$ cat src/rtl/receptor_acciones_mascota.sv
// rtl/receptor_acciones_mascota.sv - food/health action receiver with decay and cooldown
// Optional feature macro: RECHAZO_ACCION_EN (rechazo pulses on dropped requests; tied to 0 otherwise)
module receptor_acciones_mascota #(
  parameter int COUNT_DECAY   = 50000,
  parameter int COUNT_ESPERA  = 50000,
  parameter int MAX_NIVEL     = 5,
  parameter int NIVEL_INICIAL = 3
) (
  input  logic       clk,
  input  logic       reset,
  input  logic       senal_comida,
  input  logic       senal_salud,
  output logic [2:0] nivel_comida,
  output logic [2:0] nivel_salud,
  output logic [1:0] estado,
  output logic       ocupado,
  output logic       fin_accion,
  output logic       alerta,
  output logic       rechazo
);

  typedef enum logic [1:0] {
    IDLE      = 2'd0,
    ALIMENTAR = 2'd1,
    CURAR     = 2'd2,
    ESPERA    = 2'd3
  } estado_t;

  localparam int DW = (COUNT_DECAY > 1) ? $clog2(COUNT_DECAY) : 1;
  localparam int EW = (COUNT_ESPERA > 1) ? $clog2(COUNT_ESPERA) : 1;
  localparam logic [DW-1:0] DECAY_TC  = DW'(COUNT_DECAY - 1);
  localparam logic [EW-1:0] ESPERA_TC = EW'(COUNT_ESPERA - 1);
  localparam logic [2:0]    MAX_L     = 3'(MAX_NIVEL);
  localparam logic [2:0]    INI_L     = 3'(NIVEL_INICIAL);

  estado_t       state, state_next;
  logic          sen_c_q, prev_c, sen_s_q, prev_s;
  logic          req_c, req_s;
  logic [DW-1:0] cnt_decay;
  logic [EW-1:0] cnt_espera;
  logic          decay_tick;

  // Decrement first (floor 0), then increment (ceiling MAX_L)
  function automatic logic [2:0] actualizar(input logic [2:0] nivel, input logic dec, input logic inc);
    logic [2:0] t;
    t = (dec && (nivel != 3'd0)) ? nivel - 3'd1 : nivel;
    if (inc && (t != MAX_L)) t = t + 3'd1;
    return t;
  endfunction

  // Sample the inputs once, then keep the previous sample for rising-edge detection
  always_ff @(posedge clk or posedge reset) begin
    if (reset) begin
      sen_c_q <= 1'b0;
      prev_c  <= 1'b0;
      sen_s_q <= 1'b0;
      prev_s  <= 1'b0;
    end else begin
      sen_c_q <= senal_comida;
      prev_c  <= sen_c_q;
      sen_s_q <= senal_salud;
      prev_s  <= sen_s_q;
    end
  end

  assign req_c = sen_c_q & ~prev_c;
  assign req_s = sen_s_q & ~prev_s;

  // State register
  always_ff @(posedge clk or posedge reset) begin
    if (reset) state <= IDLE;
    else       state <= state_next;
  end

  // Next state: comida wins a tie, requests outside IDLE are never queued
  always_comb begin
    state_next = state;
    case (state)
      IDLE: begin
        if (req_c)      state_next = ALIMENTAR;
        else if (req_s) state_next = CURAR;
      end
      ALIMENTAR: state_next = ESPERA;
      CURAR:     state_next = ESPERA;
      ESPERA: begin
        if (cnt_espera == ESPERA_TC) state_next = IDLE;
      end
      default: state_next = IDLE;
    endcase
  end

  // Cooldown counter only runs while in ESPERA and clears on the way out
  always_ff @(posedge clk or posedge reset) begin
    if (reset) begin
      cnt_espera <= '0;
    end else if (state == ESPERA) begin
      if (cnt_espera == ESPERA_TC) cnt_espera <= '0;
      else                         cnt_espera <= cnt_espera + EW'(1);
    end else begin
      cnt_espera <= '0;
    end
  end

  // Free-running decay counter, independent of the FSM
  always_ff @(posedge clk or posedge reset) begin
    if (reset)                      cnt_decay <= '0;
    else if (cnt_decay == DECAY_TC) cnt_decay <= '0;
    else                            cnt_decay <= cnt_decay + DW'(1);
  end

  assign decay_tick = (cnt_decay == DECAY_TC);

  // Levels: increment committed on the edge leaving ALIMENTAR/CURAR, decay on terminal count
  always_ff @(posedge clk or posedge reset) begin
    if (reset) begin
      nivel_comida <= INI_L;
      nivel_salud  <= INI_L;
    end else begin
      nivel_comida <= actualizar(nivel_comida, decay_tick, state == ALIMENTAR);
      nivel_salud  <= actualizar(nivel_salud,  decay_tick, state == CURAR);
    end
  end

  // Alert follows the registered levels by one cycle
  always_ff @(posedge clk or posedge reset) begin
    if (reset) alerta <= 1'b0;
    else       alerta <= (nivel_comida == 3'd0) || (nivel_salud == 3'd0);
  end

  assign estado     = state;
  assign ocupado    = (state != IDLE);
  assign fin_accion = (state == ALIMENTAR) || (state == CURAR);

`ifdef RECHAZO_ACCION_EN
  assign rechazo = ((state != IDLE) && (req_c || req_s)) ||
                   ((state == IDLE) && req_c && req_s);
`else
  assign rechazo = 1'b0;
`endif

endmodule

$ cat config.mk
export PLATFORM = sky130hd
export DESIGN_NAME = receptor_acciones_mascota
export DESIGN_NICKNAME = d
export VERILOG_FILES = /design/src/rtl/receptor_acciones_mascota.sv
export SDC_FILE = /design/constraint.sdc
export NUM_CORES = 1
export LEC_CHECK = 0
export CORE_MARGIN = 4
export CORE_UTILIZATION = 58
export DETAILED_ROUTE_END_ITERATION = 8
export PLACE_DENSITY_LB_ADDON = 0.05
export SYNTH_ARGS = -nofsm -noshare
export SYNTH_HDL_FRONTEND = slang
export SYNTH_SLANG_ARGS = --single-unit
$ cat constraint.sdc
create_clock -name clk -period 3.6 [get_ports clk]
set_clock_uncertainty 0.2 [all_clocks]
set_input_delay 0.36 -clock clk [delete_from_list [all_inputs] [get_ports clk]]
set_output_delay 0.36 -clock clk [all_outputs]
set_load 0.005 [all_outputs]
==> Yosys cells after proc, flatten, opt, wreduce, memory -nomap -nowiden <==
Index checks and enable logic that the tools add are counted.
{ "classes": {"add_sub_neg": 6, "eq_ne": 9, "mux": 11, "bitwise_logic": 4, "n_reduce_logical": 14} }
{ "ops": {"columns": ["operator", "count"], "rows": [
  ["$mux W16", 3],
  ["$add A16 B1 Y16 const B", 2],
  ["$eq A16 B16 Y1 const B", 2],
  ["$mux W3", 4],
  ["$ne A3 B3 Y1 const B", 3],
  ["$add A3 B1 Y3 const B", 2],
  ["$logic_not A3 Y1", 2],
  ["$mux W2", 3],
  ["$pmux W2 S3", 1],
  ["$reduce_bool A3 Y1", 2],
  ["$sub A3 B1 Y3 const B", 2],
  ["$eq A2 B2 Y1 const B", 2],
  ["$logic_and A1 B1 Y1", 4],
  ["$and A1 B1 Y1", 2],
  ["$eq A2 B1 Y1 const B", 1],
  ["$logic_not A2 Y1", 1],
  ["$logic_or A1 B1 Y1", 2],
  ["$ne A2 B2 Y1 const B", 1],
  ["$not A1 Y1", 2],
  ["$reduce_and A2 Y1", 1],
  ["$reduce_bool A2 Y1", 1],
  ["$reduce_or A2 Y1", 1]
]} }
{ "totals": {"regBits": 45, "out_inout_bits": 12} }

==> Longest topological paths before layout <==
Gate-level depths: netlist (run 1).
{ "depth": {"word_depth": 6, "ltp_mapped": 10, "ltp_nobuf": 10} }

==> Least setup slack after synthesis (run 1) <==
No wires, ideal clock.
{ "synth_timing": {"kind": "reg-to-reg", "from": "register cnt_decay[4]", "to": "register nivel_salud[1]", "arrival_ns": 2.464, "path_slack_ns": 0.861, "path_stages_with_launch": 8, "n_path_buf": 0, "path_cell_list": "dfrtp_1 or4b_4 nor4_4 a21boi_2 mux2_2 ha_1 a31oi_4 mux2i_1"} }
{ "synth_via": {"elab_chain_cells": 6} }
{ "synth_rtl": {"columns": ["item", "line", "rtl"], "rows": [
  ["from (decl)", "39", "logic [DW-1:0] cnt_decay;"],
  ["from (signal assigned)", "108", "else cnt_decay <= cnt_decay + DW'(1);"],
  ["$eq A16 B16 Y1 (*)", "111", "assign decay_tick = (cnt_decay == DECAY_TC);"],
  ["$logic_and A1 B1 Y1 (*)", "46", "t = (dec && (nivel != 3'd0)) ? nivel - 3'd1 : nivel;"],
  ["$mux W3 (*)", "46", null],
  ["parallel branches: the longest is 2 deep, another holds $add A3 B1 Y3", null, null],
  ["$mux W3 (*)", "47", "if (inc && (t != MAX_L)) t = t + 3'd1;"],
  ["to (signal assigned)", "120", "nivel_salud <= actualizar(nivel_salud, decay_tick, state == CURAR);"],
  ["to (decl)", "14", "output logic [2:0] nivel_salud,"]
]} }
Every way passes the cells marked *.
A chain may end at the register's enable or synchronous reset.

==> Worst setup path after layout (run 1) <==
Ends and elaborated chain as after synthesis.

==> results of run 1 <==
logic make-up after synthesis:
group / share of synthesized area (%)
and+or+nand+nor: 19.8
DFF: 47.7
xor gates and xnor gates: 11.8
buffers and inverters: 4.27
adders and majority gates: 7.91
AOI/OAI and AO/OA: 5.70
muxes: 2.64
other: 0.158
power by group:
group	switching, uW	leakage [uW]	total, uW	internal (uW)
clock network	173	0.0000574	399	226
registers	51.9	0.000579	639	587
logic	309	0.000572	610	301
final cells by class:
type / instances / area [sq um]
well taps: 48 / 60.1
clock inverters: 2 / 37.5
clock buffers: 6 / 82.6
flip-flops and latches: 45 / 1130
inverters: 21 / 78.8
multi-input cells: 153 / 1140
repair buffers: 16 / 155
fillers: 287 / 1110
state kept, by name (all words and copies together), names as in the netlist:
signal,cells
cnt_decay,16
cnt_espera,16
nivel_comida,3
nivel_salud,3
estado,2
alerta,1
prev_c,1
prev_s,1
sen_c_q,1
sen_s_q,1
cells in the final DEF, fill, tap and decap left out, types with 4 or more instances in the layout:
cell / Yosys / layout
xor2_1: 14 / 14
clkdlybuf4s50_1: 0 / 14
nor3_1: 5 / 5
ha_1: 15 / 15
and2_1: 4 / 4
mux2i_1: 4 / 4
nand2_1: 11 / 11
and3_1: 4 / 4
nand3_1: 12 / 12
nand4_1: 5 / 5
nor2_1: 28 / 28
clkbuf_8: 0 / 6
dfrtp_1: 41 / 41
dfstp_2: 4 / 4
xnor2_1: 18 / 18
inv_1: 21 / 21
a22o_1: 4 / 4
synth_stat cells (2+ instances only):
cell      number
a21boi_2       2
a22o_1         4
and2_1         4
and2b_2        2
and3_1         4
dfrtp_1       41
dfstp_2        4
ha_1          15
inv_1         21
mux2_2         2
mux2i_1        4
nand2_1       11
nand3_1       12
nand4_1        5
nor2_1        28
nor3_1         5
nor4_1         2
o21ai_0        2
o21ai_2        2
or4bb_1        2
xnor2_1       18
xor2_1        14
through the flow:
stage / cells / setup slack (ns) / hold WS [ns] / total power, uW / utilization, %
3_5_place_dp: 283 / 0.771 / 0.193 / 1270 / 67.5
6_report: 291 / 0.762 / 0.206 / 1650 / 70.7
4_1_cts: 291 / 0.750 / 0.210 / 1670 / 70.7
2_1_floorplan: 222 / 0.861 / 0.147 / 1030 / -
3_3_place_gp: 283 / 0.850 / 0.183 / 1230 / 67.5
5_1_grt: 291 / 0.618 / 0.234 / 1770 / 70.7
layer usage:
layer / share of wire (%) / wire, microns / GRT usage [%] / vias up
met1: 49 / 2020 / 24.7 / 774
met2: 45 / 1870 / 28.7 / 23
li1: - / - / - / 776
met4: 1.9 / 76 / 7.31 / 0
met5: 0 / 0 / 0 / -
met3: 3.6 / 149 / 4.71 / 7
how the worst max path moves through the flow:
stage / startpoint / to / depth (start not counted)
4_1_cts: cnt_decay[4] / nivel_salud[1] / 7
3_5_place_dp: cnt_decay[4] / nivel_salud[1] / 7
3_3_place_gp: cnt_decay[4] / nivel_salud[1] / 7
5_1_grt: cnt_decay[4] / nivel_salud[1] / 7
6_report: cnt_decay[4] / nivel_salud[1] / 7
2_1_floorplan: cnt_decay[4] / nivel_salud[1] / 7
==> impl_metrics.py, run 1 <==
metrics = {
    "cts": {
        "ctsRootBufferMaster": "clkbuf_8",
        "cts-resized-gates": 0,
        "clock-sinks": 45,
        "cts_buffers": 5,
        "post-cts-setup-buffers": 0,
        "clk_latency_ns": 0.30,
        "cts_tree": "yes",
        "htree_levels": 2,
        "clock_path_buffers": 2,
        "path_clk_slew_ns": 0.09,
        "cts_hold_buf": 0,
    },
    "timing": {
        "slew_viol_final": 0,
        "max_clock_freq_ghz": 0.352,
        "rsz0062_at_grt": "false",
        "hold_viol_final": 0,
        "relSlewSlack_pct": 51.8,
        "period_minus_slack_ns": 2.84,
        "tightest_slew_ns": 0.722,
        "fin_setup_tns_ns": 0,
        "setup_viol": 0,
        "fin_crit_sh_pct": 78.8,
    },
    "global_routing": {
        "antenna_found_initial": 0,
        "overflow": 0,
        "grt_usage_pct": 18.4,
        "grt_pass1_wl_microns": 7470,
        "grt_max_degree": 46,
        "grt_pass1_vias": 1663,
    },
    "critical_path": {
        "critPathMaxStageDelay_ns": 0.58,
        "slowest_stage": "or4b_4",
        "reg2reg_from": "cnt_decay[4]",
        "path_delay_family": "simple AND/OR/NAND/NOR gates",
        "endpoint_kind": "register",
        "arrival_ns": 2.87,
        "rr_endpoint": "nivel_salud[1]",
        "crit_type": "reg2reg",
        "path_cells": "or4b_4 > nor4_4 > a21boi_2 > mux2_2 > ha_1 > a31oi_4 > mux2i_1",
        "r2r_cells": 7,
        "path_max_fanout": 4,
        "path_buf_inv": 0,
        "required_ns": 3.63,
        "r2r_slack_ns": 0.76,
        "crit_path_start_kind": "register",
    },
    "detailed_routing": {
        "wl_per_cell_microns": 14.1,
        "viasPerCell": 5.43,
        "ant_nets": 0,
        "routed-via-count": 1580,
        "firstDrtPassIters": 4,
        "drt_iter0_markers": 88,
        "wirelength_microns": 4110,
        "drc_errors": 0,
    },
    "finish": {
        "postLayoutCellArea_sq_um": 2690,
        "n_antenna_cell": 0,
        "syn_to_final_growth_pct": 13.2,
        "nNetsFinal": 261,
        "drive_gt1_share_pct": 11.5,
    },
    "yosys": {
        "ys_seq_area_share_pct": 47.7,
        "yosysUniqueCellTypes": 40,
        "yosysWarnings": 0,
        "ys_seq_elements": 45,
        "synthFlopType": "dfrtp_1",
        "syn_inst": 222,
        "synthTopCellsByArea": "dfrtp_1, ha_1, xnor2_1",
        "syn_nets": 241,
        "async_flop_share_pct": 100,
        "synth_area_sq_um": 2370,
        "yosysTopAreaCell": "dfrtp_1",
        "yosysTopAreaCellShare_pct": 43.2,
        "avgSynthCellArea_sq_um": 10.7,
        "synth_edf_count": 0,
    },
    "floorplan": {
        "std_cell_rows": 22,
        "dieArea_sq_um": 5180,
        "core_sq_um": 3800,
        "num_io_pins": 16,
        "start_util_pct": 62.5,
        "dieHeight_microns": 72.0,
        "die_w_microns": 72.0,
    },
    "status": {
        "status": "finished, final reports clean",
    },
    "placed_design": {
        "dpl.hpwl_microns": 3100,
        "placedInstanceArea_sq_um": 2560,
        "numPortBuffers": 14,
        "gp_congestion": 0.841,
    },
    "worst_hold_path": {
        "hold_start": "sen_c_q",
        "hold_end": "prev_c",
        "min_path_cells": 0,
        "min_path_type": "reg2reg",
    },
    "run": {
        "cap_violations": 0,
    },
    "power_and_ir_drop": {
        "cellLeakagePower_uw": 0.00121,
        "powerDensity_nw_per_um2": 614,
        "peakVddDrop_uv": 348,
    },
}
Note: power is estimated with default switching activity, not from simulation.
==> run 2, diff against run 1 <==
clock period = 2.75 ns   (was 3.6 ns; I/O delays follow)
==> run 2 against run 1 <==
  * Count of clock-buffer cells in the layout increased by 1
  * Critical path depth unchanged
  * First-iteration DRC count increased by 48%
==> impl_metrics.py, run 2 (synthesis results as in run 1) <==
metrics = {
    "timing": {
        "fin_crit_sh_pct": 97.7,
        "tightest_slew_ns": 0.720,
        "slew_viol_final": 0,
        "rsz0062_at_grt": "true",
        "max_clock_freq_ghz": 0.372,
        "setup_viol": 0,
        "hold_viol_final": 0,
        "relSlewSlack_pct": 51.5,
        "period_minus_slack_ns": 2.69,
    },
    "power_and_ir_drop": {
        "powerDensity_nw_per_um2": 761,
        "cellLeakagePower_uw": 0.00131,
        "power_uw": 2160,
        "peakVddDrop_uv": 470,
    },
    "critical_path": {
        "slowest_stage": "or4b_4",
        "required_ns": 2.78,
        "crit_start": "cnt_decay[4]",
        "crit_type": "reg2reg",
        "arrival_ns": 2.72,
        "path_cells": "or4b_4 > nor4_4 > a21boi_4 > mux2_4 > ha_4 > a31oi_4 > mux2i_1",
        "endpoint_kind": "register",
        "reg2reg_from": "cnt_decay[4]",
        "critPathMaxStageDelay_ns": 0.56,
        "path_max_fanout": 3,
        "crit_path_start_kind": "register",
    },
    "global_routing": {
        "overflow": 0,
        "grt_pass1_wl_microns": 7700,
        "grt_usage_pct": 19.3,
        "grt_max_degree": 46,
        "grt_pass1_vias": 1692,
        "antenna_found_initial": 0,
    },
    "finish": {
        "mostFrequentLayoutCells": "dfrtp_1, nor2_1, inv_1, buf_4, xnor2_1",
        "final_common_cell": "dfrtp_1",
        "drive_gt1_share_pct": 18.8,
        "finalNonFillerCells": 308,
        "n_antenna_cell": 0,
        "nNetsFinal": 278,
        "fin_util_pct": 74.8,
        "reg_top3": "cnt_decay x16, cnt_espera x16",
        "nFillCells": 257,
        "syn_to_final_growth_pct": 19.8,
    },
    "cts": {
        "htree_levels": 2,
        "cts_hold_buf": 0,
        "clock_path_buffers": 2,
        "clock-sinks": 45,
        "clk_latency_ns": 0.30,
        "cts_buffers": 5,
        "ctsRootBufferMaster": "clkbuf_8",
        "path_clk_slew_ns": 0.08,
        "cts_tree": "yes",
    },
    "floorplan": {
        "std_cell_rows": 22,
        "num_io_pins": 16,
        "start_util_pct": 62.5,
        "dieHeight_microns": 72.0,
        "die_w_microns": 72.0,
        "dieArea_sq_um": 5180,
        "core_sq_um": 3800,
    },
    "detailed_routing": {
        "drt_iter0_markers": 130,
        "firstDrtPassIters": 4,
        "drc_errors": 0,
        "viasPerCell": 5.38,
        "routed-via-count": 1658,
        "ant_nets": 0,
        "wl_per_cell_microns": 14.8,
        "wirelength_microns": 4570,
    },
    "placed_design": {
        "numPortBuffers": 14,
        "dpl.hpwl_microns": 3260,
        "gp_congestion": 0.858,
        "dp_cells": 295,
    },
    "status": {
        "status": "finished, final reports clean",
    },
    "worst_hold_path": {
        "hold_start": "sen_c_q",
        "min_path_type": "reg2reg",
    },
    "run": {
        "cap_violations": 0,
    },
}
-- run 2: area by class of cell --
class                   instances  area [sq um]  area share [%]
inverters                      21          78.8            2.77
well taps                      48          60.1            2.11
repair buffers                 33           283            9.95
flip-flops and latches         45          1130            39.8
clock buffers                   7          96.3            3.39
multi-input cells             153          1190            41.8
clock inverters                 1          5.00           0.176
-- run 2: worst paths after layout --
| path | cells past startpoint | slack (ns) | end |
|---|---|---|---|
| min | 0 | 0.18 | prev_c |
| max | 7 | 0.06 | nivel_salud[1] |
| min in group asynchronous | 3 | 0.21 | estado[0] |
| min reg2reg | 0 | 0.18 | prev_c |
| max reg2reg | 7 | 0.06 | nivel_salud[1] |
| max in group asynchronous | 3 | 1.76 | nivel_salud[1] |
-- run 2: worst max-delay path, delay by kind of cell (launching register included) --
kind,cells,cell delay [ns]
AOI/OAI and AO/OA,2,0.41
and+or+nand+nor,2,0.90
DFF,1,0.39
muxes,2,0.55
adders and majority gates,1,0.18
-- run 2: routing by layer --
metal | wire length (microns) | vias up | track usage (%)
met1 | 2030 | 795 | 24.3
met4 | 115 | 0 | 8.56
met3 | 169 | 12 | 4.85
met5 | 0 | - | 0
li1 | - | 814 | -
met2 | 2250 | 37 | 31.4
-- run 2: power breakdown --
part	switching, uW	internal, uW	leakage [uW]
sequential	68.5	769	0.000579
combinational	442	438	0.000672
clock	220	227	0.0000542
total	730	1430	0.00131
-- run 2: timing repair --
action                     in CTS  in global routing
gates resized for setup         1                  8
setup endpoints to repair       3                  5
setup buffers                   2                  3
pin swaps                       1                  4
-- run 2: metrics by stage --
step           worst slack, ns  hold WS (ns)  area [sq um]  TNS (ns)
6_report                0.0639         0.177          2840         0
5_1_grt                -0.0529         0.193          2840    -0.188
4_1_cts                 0.0113         0.180          2780         0
3_5_place_dp           -0.0369         0.162          2660   -0.0397
3_3_place_gp           0.00537         0.159          2660         0
2_1_floorplan           0.0107         0.106          2370         0
